**config.mk**
```make
export PLATFORM = sky130hd
export DESIGN_NAME = morse_message_sequencer
export DESIGN_NICKNAME = d
export VERILOG_FILES = /design/src/rtl/morse_message_sequencer.sv
export SDC_FILE = /design/constraint.sdc
export NUM_CORES = 1
export LEC_CHECK = 0
export CORE_MARGIN = 2
export CORE_UTILIZATION = 25
export CTS_CLUSTER_DIAMETER = 80
export DETAILED_ROUTE_END_ITERATION = 8
export PLACE_DENSITY = 0.5
export SKIP_CTS_REPAIR_TIMING = 1
export SYNTH_ARGS = -nofsm -noshare
export SYNTH_HDL_FRONTEND = slang
export SYNTH_SLANG_ARGS = --single-unit
```
**constraint.sdc**
```tcl
create_clock -name clock -period 4.3 [get_ports clock]
set_input_delay 0.86 -clock clock [delete_from_list [all_inputs] [get_ports clock]]
set_output_delay 0.86 -clock clock [all_outputs]
set_load 0.03 [all_outputs]
```
**src/rtl/morse_message_sequencer.sv**
```systemverilog
// Letter FIFO plus timing FSM that feeds queued 3-bit letter codes to morse_encoder.
// Each letter gets one start tick, its 16-tick symbol pattern and an inter-letter gap.
module morse_message_sequencer #(
  parameter int TICK_DIV     = 25_000_000,
  parameter int SYMBOL_TICKS = 16,
  parameter int GAP_TICKS    = 6,
  parameter int DEPTH        = 8,
  parameter int CW           = $clog2(DEPTH + 1)
) (
  input  logic          clock,
  input  logic          reset,
  input  logic [2:0]    wr_letter,
  input  logic          wr_valid,
  output logic          wr_ready,
  input  logic          go,
  input  logic          abort,
  output logic [2:0]    enc_letter,
  output logic          enc_start,
  output logic          busy,
  output logic          done,
  output logic [CW-1:0] count
);

  localparam int DW   = (TICK_DIV > 1) ? $clog2(TICK_DIV) : 1;
  localparam int MAXT = (SYMBOL_TICKS > GAP_TICKS) ? SYMBOL_TICKS : GAP_TICKS;
  localparam int TW   = $clog2(MAXT + 1);
  localparam int PW   = (DEPTH > 1) ? $clog2(DEPTH) : 1;

  localparam logic [2:0] IDLE = 3'd0;
  localparam logic [2:0] LOAD = 3'd1;
  localparam logic [2:0] SEND = 3'd2;
  localparam logic [2:0] GAP  = 3'd3;
  localparam logic [2:0] DONE = 3'd4;

  logic [2:0]    state_reg, state_next;
  logic [DW-1:0] div_reg;
  logic [TW-1:0] tick_cnt_reg;
  logic [PW-1:0] wr_ptr_reg, rd_ptr_reg;
  logic [CW-1:0] count_reg;
  logic [2:0]    enc_letter_reg;
  logic          enc_start_reg;
  logic          done_reg;
  logic [2:0]    mem [DEPTH];

  logic tick;
  logic pop;
  logic push;
  logic state_change;

  assign tick     = (div_reg == DW'(TICK_DIV - 1));
  assign wr_ready = (count_reg != CW'(DEPTH));
  // abort outranks every queue operation, including a write on the same edge
  assign push     = wr_valid && wr_ready && !abort;

  always_comb begin
    state_next = state_reg;
    pop        = 1'b0;
    case (state_reg)
      IDLE: begin
        if (go && count_reg != '0) begin
          pop        = 1'b1;
          state_next = LOAD;
        end
      end
      LOAD: begin
        if (tick) state_next = SEND;
      end
      SEND: begin
        if (tick && tick_cnt_reg == TW'(SYMBOL_TICKS - 1)) state_next = GAP;
      end
      GAP: begin
        if (tick && tick_cnt_reg == TW'(GAP_TICKS - 1)) begin
          if (count_reg != '0) begin
            pop        = 1'b1;
            state_next = LOAD;
          end else begin
            state_next = DONE;
          end
        end
      end
      DONE:    state_next = IDLE;
      default: state_next = IDLE;
    endcase
    if (abort) begin
      state_next = IDLE;
      pop        = 1'b0;
    end
  end

  assign state_change = (state_next != state_reg);

  function automatic logic [PW-1:0] ptr_inc(input logic [PW-1:0] p);
    ptr_inc = (p == PW'(DEPTH - 1)) ? '0 : p + PW'(1);
  endfunction

  // Timing restarts on every state entry so each state spans whole ticks.
  always_ff @(posedge clock or negedge reset) begin
    if (!reset) begin
      state_reg     <= IDLE;
      div_reg       <= '0;
      tick_cnt_reg  <= '0;
      enc_start_reg <= 1'b0;
      done_reg      <= 1'b0;
    end else begin
      state_reg     <= state_next;
      enc_start_reg <= (state_next == LOAD);
      done_reg      <= (state_next == DONE);
      if (state_change) begin
        div_reg      <= '0;
        tick_cnt_reg <= '0;
      end else if (tick) begin
        div_reg      <= '0;
        tick_cnt_reg <= tick_cnt_reg + TW'(1);
      end else begin
        div_reg <= div_reg + DW'(1);
      end
    end
  end

  always_ff @(posedge clock or negedge reset) begin
    if (!reset) begin
      wr_ptr_reg     <= '0;
      rd_ptr_reg     <= '0;
      count_reg      <= '0;
      enc_letter_reg <= 3'b000;
    end else if (abort) begin
      wr_ptr_reg <= '0;
      rd_ptr_reg <= '0;
      count_reg  <= '0;
    end else begin
      if (push) wr_ptr_reg <= ptr_inc(wr_ptr_reg);
      if (pop) begin
        rd_ptr_reg     <= ptr_inc(rd_ptr_reg);
        enc_letter_reg <= mem[rd_ptr_reg];
      end
      case ({push, pop})
        2'b10:   count_reg <= count_reg + CW'(1);
        2'b01:   count_reg <= count_reg - CW'(1);
        default: count_reg <= count_reg;
      endcase
    end
  end

  // Storage needs no reset: the pointers and count define which entries are live.
  always_ff @(posedge clock) begin
    if (push) mem[wr_ptr_reg] <= wr_letter;
  end

  assign enc_letter = enc_letter_reg;
  assign enc_start  = enc_start_reg;
  assign busy       = (state_reg != IDLE);
  assign done       = done_reg;
  assign count      = count_reg;

endmodule

```
[Word level (Yosys, flattened, before mapping)]
Memories as Yosys holds them, arrays and structs flattened. A register that Yosys moved wholly into a read port is not among the register bits.
Cells that the tools add are included.
Word-level totals
  flip-flop bits (word level): 45
  memory bits (writable): 24
  memories: 1
Operators by class
  $add $sub $neg: 6
  eq/ne operators: 14
  muxes and demuxes: 26
  bitwise logic cells: 1
  reductions and logical operators: 15
Memory list
  mem: depth 8, width 3, read ports 1, clocked after memory_dff 1, write ports 1, line 43  | logic [2:0] mem [DEPTH];
Operators by type and width (count)
  25-bit 2-to-1 mux: 2
  3-bit 2-to-1 mux: 12
  25-bit by 1-bit adder with 25-bit output (second input constant): 1
  25-bit equality test (second input constant): 1
  3-bit one-hot mux with 4 select lines: 1
  5-bit 2-to-1 mux: 2
  3-bit equality test (second input constant): 3
  4-bit one-hot mux with 2 select lines: 1
  3-bit by 1-bit adder with 3-bit output (second input constant): 2
  3-bit by 1-bit equality test with 1-bit output (second input constant): 2
  3-bit by 2-bit equality test with 1-bit output (second input constant): 2
  1-bit 2-to-1 mux: 6
  2-bit nonzero test: 3
  3-bit nonzero test: 2
  5-bit by 1-bit adder with 5-bit output (second input constant): 1
  5-bit by 3-bit equality test with 1-bit output (second input constant): 1
  5-bit by 4-bit equality test with 1-bit output (second input constant): 1
  1-bit logical AND: 5
  4-bit by 1-bit adder with 4-bit output (second input constant): 1
  4-bit 2-to-1 mux: 1
  4-bit inequality test (second input constant): 1
  4-bit nonzero test: 1
  4-bit by 1-bit subtractor with 4-bit output (second input constant): 1
  3-bit logical NOT: 1
  7 further kinds: 8

[Longest topological paths before layout]
  depth after elaboration: 8
  gate-level depth with buffers: 14
  gate-level depth less buffers: 14

[Least setup slack after synthesis]
Ideal clock, no wire load.
  path kind: in2reg
  from: in go
  to: reg count_reg[3], in the netlist count[3]
  arrival time: 3.640 ns
  required time: 4.175 ns
  slack: 0.535 ns
  stages on the path: 11
  path buffers: 0
  cells stage by stage: or3b_1 a211oi_2 o21ai_1 nor3_1 ha_1 a21oi_1 a211oi_1 o31a_1 a41o_1 a211oi_1 mux2_2
Between the ends
  word-level cells in the longest chain between the ends: 7
  elaborated cells on any way between the ends: 9
  those cells by class: eq/ne: 2; mux: 5; reduce/logical: 2
Ends and longest elaborated chain
  start: declaration: line 15  | input logic go,
  1-bit logical AND *: line 60  | if (go && count_reg != '0) begin
  1-bit 2-to-1 mux *: line 60
  1-bit one-hot mux with 2 select lines *: line 58  | case (state_reg)
  1-bit 2-to-1 mux *: line 84  | if (abort) begin
  2-bit by 1-bit equality test with 1-bit output / 2-bit equality test (equally long branches): line 136  | case ({push, pop})
  4-bit one-hot mux with 2 select lines: line 136
  4-bit 2-to-1 mux: line 126  | end else if (abort) begin
  end signal: assignment: line 137  | 2'b10: count_reg <= count_reg + CW'(1);
  end signal: assignment: line 138  | 2'b01: count_reg <= count_reg - CW'(1);
  end signal: assignment: line 139  | default: count_reg <= count_reg;
  end: declaration: line 39  | logic [CW-1:0] count_reg;
Mark *: on every way between the ends. The rest lies on a longest branch, timed or not.
A chain may end at the register's enable or synchronous reset.

[Worst setup path in the final report]
Ends and elaborated chain as after synthesis.

==> flow_metrics.tcl <==
set metrics [dict create \
    outcome "finished, final reports clean" \
    ant_nets 0 \
    crit_path_max_incr_delay_ns 0.47 \
    required_ns 4.51 \
    rsz_0062_raised_after_global_routing "false" \
    wl_per_cell_um 14.5 \
    global_route_overflow 0 \
    post_synth_most_frequent_cells "sky130_fd_sc_hd__dfrtp_1, sky130_fd_sc_hd__nor2_1, sky130_fd_sc_hd__edfxtp_1" \
    largest_reg_flops 25 \
    first_global_vias 2607 \
    die_h_um 124 \
    timing.final.crit_period_ns 3.75 \
    num_rows 43 \
    netlist.area_leader.share_pct 33.3 \
    post_synth_num_cell_types 53 \
    synth_nets 334 \
    synth_async_sr_flop_share_pct 66.7 \
    ordered_cell_list_for_the_critical_path "clkdlybuf4s50_1, or3b_1, a211oi_2, o21ai_1, nor3_1, ha_1, a21oi_1, a211oi_1, o31a_1, a41o_1, a211oi_1, mux2_2" \
    power.sequential.fraction_pct 40.7 \
    cts_made_buffers 9 \
    post_synth_xor_area_fraction_pct 6.31 \
    detailedRoute.firstIterationViolations 95 \
    die_w_um 124 \
    drt_first_pass_iters 4 \
    cell_area_after_placement_um2 4020 \
    cap_violations 0 \
    hold_path.class "reg -> reg" \
    hold_violations 0 \
    tritoncts_num_sinks 72 \
    slew_viol_final 0 \
    achievable-frequency_mhz 266 \
    synth_adder_area_share_pct 4.02 \
    syn2layout_area_growth_pct 19.1 \
    synth_simple_gate_area_share_pct 21.7 \
    syn_inst 315 \
    cts_htree_levels 3 \
    grt_util_met2_pct 18.6 \
    dominant_combinational_cell_family_by_area_after_synthesis "simple AND/OR/NAND/NOR gates" \
    cts-root-buf "sky130_fd_sc_hd__clkbuf_16" \
    number_of_setup_violations_in_the_final_report 0 \
    timing_worst_slew_pin_value_ns 0.880 \
    core_area_um2 14000 \
    globalRoute.busiestLayer "met2" \
    synthFlopType "sky130_fd_sc_hd__dfrtp_1" \
    post-dp-hpwl_um 5360 \
    grt_antenna_before_repair 0 \
    start_kind "primary input" \
    synth_sequential_area_ratio_pct 53.3 \
    nets 359 \
    globalRouteMet3Util_pct 3.21 \
    ys_seq_elements 72 \
    synthesis.area_um2 3610 \
    synth.mux.area_fraction_pct 6.48 \
    drc_errors 0 \
    critPathMostFrequentCell "sky130_fd_sc_hd__a211oi_1" \
    syn-mean-instance-area_um2 11.5 \
    ir_worst_vdd_mv 0.189 \
    crit_path_max_fanout 3 \
    largest_net_degree_at_the_start_of_global_routing 49 \
    drive_gt1_share_pct 13.3 \
    switching_share_pct 31.4 \
    max_slew_margin_pct 40.5 \
    most_common_cell_in_the_netlist "sky130_fd_sc_hd__dfrtp_1" \
    grt_first_pass_wirelength_um 13000 \
    post-route-period-util_pct 87.3 \
    stdcell_area_um2 4300 \
    cp.buffers_inverters 1 \
    synth-edff-count 24 \
    synth-warning-count 0 \
    total_via_count_after_detailed_routing 2439 \
    worstSetupEndpointType "register" \
    finalSetupTns_ns 0 \
    setup_skew_after_layout_ns 0.00517 \
    power_leakage_nw 1.72 \
    grt.met1_usage_pct 13.9 \
    synth_area_leaders "sky130_fd_sc_hd__dfrtp_1, sky130_fd_sc_hd__edfxtp_1, sky130_fd_sc_hd__nor2_1" \
    critical_path.top_delay_family "compound AO/OA/AOI/OAI gates" \
    critical_path_class "in -> reg" \
    power.net_switching_mw 0.675 \
    synth-compound-area-share_pct 6.31 \
    cts_tree "built" \
    die-area_um2 15400 \
    total_detailed_routing_wirelength_um 7630 \
    power.density_nw_per_um2 500 \
    port_buffers 18 \
    cts_max_path_buffers 2 \
    grtUsageTotal_pct 11.1 \
    power.share.clock_pct 32.3 \
    diode_insertion_count_for_antenna_repair 0 \
    timing.critical_path.slowest_stage_cell "sky130_fd_sc_hd__clkdlybuf4s50_1" \
    cts.clk_slew.worst_paths_ns 0.05 \
    finalWeightedCongestion 0.748 \
    num_io_pins 19 \
    vias_per_cell 4.65 \
    start_util_pct 25.8 \
    clk_latency_ns 0.33 \
    worst-endpoint-arrival_ns 3.96 \
    library_cell_occupying_the_most_area_in_the_post_synthesis_netlist "sky130_fd_sc_hd__dfrtp_1" \
    share_comb_of_total_power_pct 27.0 \
    internal_power_mw 1.47 \
]
==> through the flow <==
step	hold WS, ns	instances	power, mW	worst slack (ns)	util, %
2_1_floorplan	0.469	315	1.26	0.535	-
3_3_place_gp	0.492	509	1.47	0.301	28.7
3_5_place_dp	0.499	509	1.48	0.237	28.7
4_1_cts	0.507	525	2.19	0.542	30.7
5_1_grt	0.525	525	2.29	0.355	30.7
6_report	0.502	525	2.15	0.545	30.7
==> power by group through the flow <==
stage	clock, mW	combinational, mW	sequential [mW]
after CTS	0.722	0.592	0.878
after global placement	0	0.584	0.888
after detailed placement	0	0.588	0.889
after global routing	0.752	0.646	0.892
after floorplan	0	0.337	0.923
final	0.694	0.580	0.875
==> kinds of logic (layout without fill, tap and decap cells) <==
family	Yosys count	count (layout)
AND/OR/NAND/NOR	141	141
flip-flops	72	72
AO/OA/AOI/OAI	33	33
XOR/XNOR	26	26
buffers and inverters	17	47
multiplexers	15	15
adder cells (fa/ha/maj)	11	11
==> path summary, 6_finish.rpt <==
kind / startpoint / end / slack [ns] / cells past startpoint
setup reg to reg: div_reg[9]$_DFF_PN0_ / count[3]$_DFFE_PN0P_ / 0.71 / 12
setup / recovery: go / count[3]$_DFFE_PN0P_ / 0.55 / 12
hold / removal: div_reg[0]$_DFF_PN0_ / div_reg[0]$_DFF_PN0_ / 0.50 / 1
hold reg to reg: div_reg[0]$_DFF_PN0_ / div_reg[0]$_DFF_PN0_ / 0.50 / 1
max in group asynchronous: reset / rd_ptr_reg[1]$_DFFE_PN0P_ / 3.21 / 2
min in group asynchronous: reset / wr_ptr_reg[1]$_DFFE_PN0P_ / 0.63 / 2
==> placed cells by master, fill, tap and decap left out, drive strengths merged, types with 3 or more instances in the layout <==
cell	synthesis	layout
nand4	6	6
a211oi	5	5
mux4	6	6
or3	3	3
a21oi	10	10
buf	3	8
o21ai	5	5
nand3	11	11
clkdlybuf4s50	0	17
nor3	15	15
nor2	45	45
mux2	7	7
nor4b	4	4
nand2	23	23
inv	6	6
edfxtp	24	24
and4	4	4
xor2	15	15
nor4	6	6
ha	10	10
dfrtp	48	48
xnor2	11	11
clkbuf	8	16
o31a	3	3
and2	3	3
and3	11	11
==> layer usage <==
layer | wire length [um] | vias to the layer above
li1 | - | 1203
met1 | 3560 | 1205
met2 | 3720 | 22
met3 | 238 | 9
met4 | 99 | 0
met5 | 0 | -
==> cell type report <==
type                            count  area [um^2]
Fill cell                        1441         9690
Timing Repair Buffer               25          228
Multi-Input combinational cell    226         1620
Tap cell                          180          225
Inverter                            6         22.5
Sequential cell                    72         1920
Clock buffer                       16          282
(Power assumes the default switching activity.)
